File: config.mk
export PLATFORM = sky130hd
export DESIGN_NAME = uart_tx_arbiter
export DESIGN_NICKNAME = d
export VERILOG_FILES = /design/src/rtl/uart_tx_arbiter_pkg.sv /design/src/rtl/uart_tx_arbiter_rr_pick.sv /design/src/rtl/uart_tx_arbiter.sv
export SDC_FILE = /design/constraint.sdc
export NUM_CORES = 1
export LEC_CHECK = 0
export CORE_UTILIZATION = 35
export CTS_BUF_LIST = sky130_fd_sc_hd__clkbuf_8
export DETAILED_ROUTE_END_ITERATION = 8
export GPL_ROUTABILITY_DRIVEN = 0
export GPL_TIMING_DRIVEN = 0
export PLACE_DENSITY = 0.7
export SLEW_MARGIN = 20
export SYNTH_ARGS = -nofsm -noshare
export SYNTH_HDL_FRONTEND = slang
export SYNTH_HIERARCHICAL = 1
export SYNTH_SLANG_ARGS = --single-unit
File: constraint.sdc
create_clock -name clk -period 3.5 [get_ports clk]
set_input_delay 0.35 -clock clk [delete_from_list [all_inputs] [get_ports clk]]
set_output_delay 0.35 -clock clk [all_outputs]
set_load 0.01 [all_outputs]
File: src/rtl/uart_tx_arbiter_pkg.sv
// Shared definitions for the UART transmit arbiter: FSM state encoding and
// the power-on baud compare value.
package uart_tx_arbiter_pkg;

  typedef enum logic [1:0] {
    ST_IDLE     = 2'd0,
    ST_ISSUE    = 2'd1,
    ST_WAIT_ACK = 2'd2,
    ST_WAIT_REL = 2'd3
  } arb_state_e;

  localparam logic [15:0] UART_DEF_COMP = 16'd434;

endpackage

File: src/rtl/uart_tx_arbiter_rr_pick.sv
// Round-robin priority picker: returns the first valid requester at or after
// the pointer, wrapping modulo NREQ, as both a one-hot vector and an index.
module uart_tx_arbiter_rr_pick #(
  parameter int NREQ = 4,
  parameter int IDXW = 2
) (
  input  logic [NREQ-1:0] valid_i,
  input  logic [IDXW-1:0] ptr_i,
  output logic [NREQ-1:0] onehot_o,
  output logic [IDXW-1:0] idx_o,
  output logic            any_o
);

  logic [IDXW-1:0] cand;

  // Scan offsets from farthest to nearest so the nearest valid index wins
  always_comb begin
    idx_o    = '0;
    any_o    = 1'b0;
    cand     = '0;
    onehot_o = '0;
    for (int k = NREQ - 1; k >= 0; k--) begin
      cand = IDXW'((int'(ptr_i) + k) % NREQ);
      if (valid_i[cand]) begin
        idx_o = cand;
        any_o = 1'b1;
      end else begin
        any_o = any_o;
      end
    end
    onehot_o[idx_o] = any_o;
  end

endmodule

File: src/rtl/uart_tx_arbiter.sv
// Round-robin scheduler sharing one UART transmitter between NREQ byte
// producers. Owns transmitter enable and baud compare, and flags a
// transmitter that never acknowledges.
module uart_tx_arbiter
  import uart_tx_arbiter_pkg::*;
#(
  parameter int          NREQ     = 4,
  parameter int          IDXW     = 2,
  parameter logic [15:0] DEF_COMP = UART_DEF_COMP,
  parameter int          TO_W     = 20
) (
  input  logic              clk,
  input  logic              reset,
  input  logic              enable,
  input  logic              cfg_we,
  input  logic [15:0]       cfg_comp,
  input  logic [NREQ-1:0]   rq_valid,
  input  logic [8*NREQ-1:0] rq_data,
  output logic [NREQ-1:0]   rq_ready,
  output logic              tx_en,
  output logic [15:0]       tx_comp,
  output logic [7:0]        tx_data,
  output logic              tx_req,
  input  logic              tx_ack,
  output logic              busy,
  output logic [IDXW-1:0]   grant_idx,
  output logic              err_timeout
);

  arb_state_e      state_q, state_d;
  logic [IDXW-1:0] ptr_q, ptr_d;
  logic [IDXW-1:0] grant_q, grant_d;
  logic [IDXW-1:0] pick_idx, ptr_next;
  logic [NREQ-1:0] pick_onehot;
  logic            pick_any, grant_ok;
  logic [15:0]     shadow_q, shadow_d;
  logic [15:0]     comp_q, comp_d;
  logic [7:0]      data_q, data_d;
  logic            tx_en_q;
  logic            req_q, req_d;
  logic            err_q, err_d;
  logic [TO_W-1:0] cnt_q, cnt_d, cnt_inc;

  uart_tx_arbiter_rr_pick #(
    .NREQ (NREQ),
    .IDXW (IDXW)
  ) u_rr_pick (
    .valid_i  (rq_valid),
    .ptr_i    (ptr_q),
    .onehot_o (pick_onehot),
    .idx_o    (pick_idx),
    .any_o    (pick_any)
  );

  // Requester after the last granted one; used when a byte completes or is abandoned
  assign ptr_next = (grant_q == IDXW'(NREQ - 1)) ? '0 : grant_q + 1'b1;
  assign cnt_inc  = cnt_q + 1'b1;

  // A grant only happens from IDLE with the transmitter already enabled
  assign grant_ok = !reset && enable && tx_en_q && (state_q == ST_IDLE) && pick_any;
  assign rq_ready = grant_ok ? pick_onehot : '0;

  // Next-state logic: handshake sequencing, timeout and configuration shadowing
  always_comb begin
    state_d  = state_q;
    ptr_d    = ptr_q;
    grant_d  = grant_q;
    data_d   = data_q;
    req_d    = 1'b0;
    err_d    = err_q;
    cnt_d    = cnt_q;
    shadow_d = cfg_we ? cfg_comp : shadow_q;
    // Baud changes only reach the transmitter between bytes
    comp_d   = (state_q == ST_IDLE) ? shadow_d : comp_q;

    if (!enable) begin
      state_d = ST_IDLE;
    end else begin
      case (state_q)
        ST_IDLE: begin
          if (grant_ok) begin
            data_d  = rq_data[{pick_idx, 3'b000} +: 8];
            grant_d = pick_idx;
            req_d   = 1'b1;
            state_d = ST_ISSUE;
          end else begin
            state_d = ST_IDLE;
          end
        end
        ST_ISSUE: begin
          cnt_d   = '0;
          state_d = ST_WAIT_ACK;
        end
        ST_WAIT_ACK: begin
          if (tx_ack) begin
            state_d = ST_WAIT_REL;
          end else if (cnt_inc == '1) begin
            // Give up on this byte; the next requester gets its turn
            err_d   = 1'b1;
            ptr_d   = ptr_next;
            state_d = ST_IDLE;
          end else begin
            cnt_d = cnt_inc;
          end
        end
        ST_WAIT_REL: begin
          if (!tx_ack) begin
            ptr_d   = ptr_next;
            state_d = ST_IDLE;
          end else begin
            state_d = ST_WAIT_REL;
          end
        end
        default: begin
          state_d = ST_IDLE;
        end
      endcase
    end
  end

  // State and output registers with synchronous reset
  always_ff @(posedge clk) begin
    if (reset) begin
      state_q  <= ST_IDLE;
      ptr_q    <= '0;
      grant_q  <= '0;
      data_q   <= 8'd0;
      req_q    <= 1'b0;
      err_q    <= 1'b0;
      cnt_q    <= '0;
      shadow_q <= DEF_COMP;
      comp_q   <= DEF_COMP;
      tx_en_q  <= 1'b0;
    end else begin
      state_q  <= state_d;
      ptr_q    <= ptr_d;
      grant_q  <= grant_d;
      data_q   <= data_d;
      req_q    <= req_d;
      err_q    <= err_d;
      cnt_q    <= cnt_d;
      shadow_q <= shadow_d;
      comp_q   <= comp_d;
      tx_en_q  <= enable;
    end
  end

  assign tx_en       = tx_en_q;
  assign tx_comp     = comp_q;
  assign tx_data     = data_q;
  assign tx_req      = req_q;
  assign busy        = (state_q != ST_IDLE);
  assign grant_idx   = grant_q;
  assign err_timeout = err_q;

endmodule

==> reports/qor.txt <==
status -> complete, no violations
#FFs+latches synth -> 69
Fin. Hold Viols -> 0
wire per inst -> 14.2 um
CTS Sinks -> 69
Sw Ratio -> 27.1%
port bufs -> 89
most used flip-flop cell after synthesis -> dfxtp_1
overall global routing resource usage -> 19.1%
Hold Crit Depth -> 2
global-route wire length before repair -> 15,300 um
crit-path cells -> ha_1 -> nand3_1 -> or4_1 -> a21oi_1 -> a2bb2oi_1 -> o2111ai_4 -> a21oi_2 -> mux2_2
actual slew at the worst max-slew pin -> 721 ps
CP max FO -> 10
CTS tree -> yes
core area -> 0.00937 sq mm
PD cells -> 358 mW/mm^2
# setup viols final -> 0
reg2reg path depth -> 8
Post-layout nets -> 557
Period minus WS final -> 3040 ps
Slew HR -> 51.9%
CP delay by family, top -> compound AO/OA/AOI/OAI gates
clock buffer depth -> 2
FFs w/ async S/R, synth -> 0%
clock skew -> 15.3 ps
top achievable clock speed -> 0.329 GHz
Unique masters post-synth -> 63
I/O pin count -> 91
WS Path Type -> flip-flop to flip-flop
Peak VDD IR -> 270 uV
Worst-path clk slew -> 80 ps
Slowest-stage cell, CP -> or4_1
leak pwr -> 1.69 nW
Seq/Total Area, Yosys -> 40.2%
Final Cycle Share -> 86.9%
Hold Crit Endpoint -> tx_data[3]
Post-CTS Hold Fix Bufs -> 0
Int Power -> 0.00122 W
reported net switching power -> 0.000454 W
vias in the first global route -> 3,329
hpwl dp -> 6710 um
Die W -> 101 um
syn_area_per_cell -> 8.64 sq um
crit-path max cell delay -> 500 ps
initial core utilization -> 36.6%
Critical R2R Capture -> ptr_q[0]
htree depth -> 3
Rows -> 35
Commonest cells post-synth -> dfxtp_1 (69), nand2_1 (56), nor2_1 (40)
worst flop-to-flop path startpoint -> cnt_q[1]
chip height -> 101 um
post-CTS setup buffer count -> 0
fill cell count -> 894
Total Wirelength -> 8960 um
n_diodes -> 0
CP Buf/Inv Count -> 0
syn nets -> 457
top cells by area, synth -> dfxtp_1 (40%), nand2_1 (6.1%), mux2i_1 (5.5%)
EDFF count, synth -> 0
synthesis-to-finish area growth -> 36.1%
largest net degree at the start of global routing -> 16
via count -> 3,284
DRC viols -> 0
Worst R2R Setup Slack -> 460 ps
initial antenna violation count -> 0
most numerous cell in the Yosys netlist -> dfxtp_1
Synth Instances -> 397
CP startpoint kind -> flip-flop
Netlist Area Pre-Place -> 0.00343 sq mm
synth warn -> 6
RSZ-0062 raised after global routing -> no
final slew viol count -> 0
post-synth top area share -> 40.2%
Clock Latency Late Sink -> 350 ps
Final Util -> 49.8%
Remaining Overflow, GRT -> 0
critical hold path startpoint -> tx_data[3]
die area -> 0.0102 sq mm
Seq pwr share -> 49.4%
TritonRoute pass-1 iters -> 5
share of layout cells above drive strength 1 -> 8.76%
min-delay worst type -> flip-flop to flip-flop
Worst Hold Margin -> 455 ps
post-synth top area cell -> dfxtp_1
Resize count post-CTS -> 0
CP arrival -> 3280 ps
Clock Power Share -> 37.3%
required time of the critical path -> 3740 ps
Antenna Nets Post-Route -> 0
Comb power frac -> 13.3%
Setup TNS Final -> 0 ps
Vias/cell -> 5.20
Max Cap Violations -> 0
Crit. End Element -> flip-flop
Root Buffer -> clkbuf_8
1st-iter DRT viols -> 150
CTS Buf Count -> 9
==> per-layer routing <==
metal  up-vias  global-route usage, %  share of wire [%]
met2       121                   33.1                 49
met3        21                   7.14                8.2
met4         0                   7.36                2.1
li1       1644                      -                  -
met1      1498                   21.3                 41
met5         -                      0                  0
==> worst min-delay path: cells and delay by family (launching register included) <==
kind | cells | cell delay [ps]
flip-flops | 1 | 310
AND/OR/NAND/NOR | 1 | 50
AO/OA/AOI/OAI | 1 | 50
==> cell families after synthesis <==
kind of cell               after synthesis  synth area share [%]
and+or+nand+nor                        164                  23.4
AOI/OAI and AO/OA                       85                  17.5
DFF                                     69                  40.2
buffers and inverters                   42                  5.10
muxes                                   28                  11.1
xor gates and xnor gates                 6                  1.53
adders and majority gates                3                  1.09
==> final cells by class <==
type	count	area, sq um	area share, %
plain buffers	24	108	2.30
clock buffers	9	124	2.65
clock inverters	7	62.6	1.34
inverters	18	67.6	1.45
multi-input cells	286	1880	40.2
flip-flops and latches	69	1380	29.6
well taps	129	161	3.46
repair buffers	89	891	19.1
==> registers in the layout (all words and copies together), names as in the netlist <==
name	flops
cnt_q	20
err_timeout	1
grant_idx	2
ptr_q	2
shadow_q	16
state_q	2
tx_comp	16
tx_data	8
tx_en	1
tx_req	1
==> cells in the final DEF (no fill, tap or decap), drive strengths merged, types with 3 or more instances in the layout <==
| master | synthesis | final |
|---|---|---|
| nand4 | 13 | 13 |
| nand3 | 14 | 14 |
| nor3 | 10 | 10 |
| nor2b | 4 | 4 |
| a21oi | 23 | 23 |
| and2 | 4 | 4 |
| xnor2 | 3 | 3 |
| clkdlybuf4s50 | 0 | 89 |
| ha | 3 | 3 |
| nor2 | 40 | 40 |
| and3 | 3 | 3 |
| mux4 | 8 | 8 |
| inv | 18 | 23 |
| buf | 9 | 9 |
| o21ai | 12 | 12 |
| xor2 | 3 | 3 |
| nand2b | 3 | 3 |
| nor4 | 6 | 6 |
| o211ai | 7 | 7 |
| a31oi | 5 | 5 |
| dfxtp | 69 | 69 |
| o22ai | 5 | 5 |
| clkbuf | 15 | 24 |
| nand2 | 56 | 56 |
| a211oi | 11 | 11 |
| mux2i | 19 | 19 |
| o31a | 4 | 4 |
==> power groups by stage <==
stage	registers, W	clock network [W]	logic, W
after global placement	0.000843	0	0.000220
after global routing	0.000829	0.000675	0.000243
after detailed placement	0.000844	0	0.000223
final	0.000826	0.000624	0.000222
after CTS	0.000826	0.000640	0.000224
after floorplan	0.000851	0	0.0000917
==> how the worst max path moves through the flow <==
stage,to,from,depth (start not counted)
2_1_floorplan,ptr_q[0],cnt_q[1],8
3_3_place_gp,rq_ready[2],rq_valid[0],7
3_5_place_dp,rq_ready[2],rq_valid[1],7
4_1_cts,rq_ready[2],state_q[1],7
5_1_grt,rq_ready[2],state_q[1],7
6_report,ptr_q[0],cnt_q[1],8
==> per-stage QoR <==
stage / cell area [sq um] / power (W) / cells / setup slack, ps
after detailed placement: 4480 / 0.00107 / 615 / 485
after CTS: 4670 / 0.00169 / 631 / 427
after global placement: 4480 / 0.00106 / 615 / 502
final: 4670 / 0.00167 / 631 / 459
after floorplan: 3430 / 0.000943 / 397 / 942
after global routing: 4670 / 0.00175 / 631 / 256
Power figures use the tool's default switching activity.
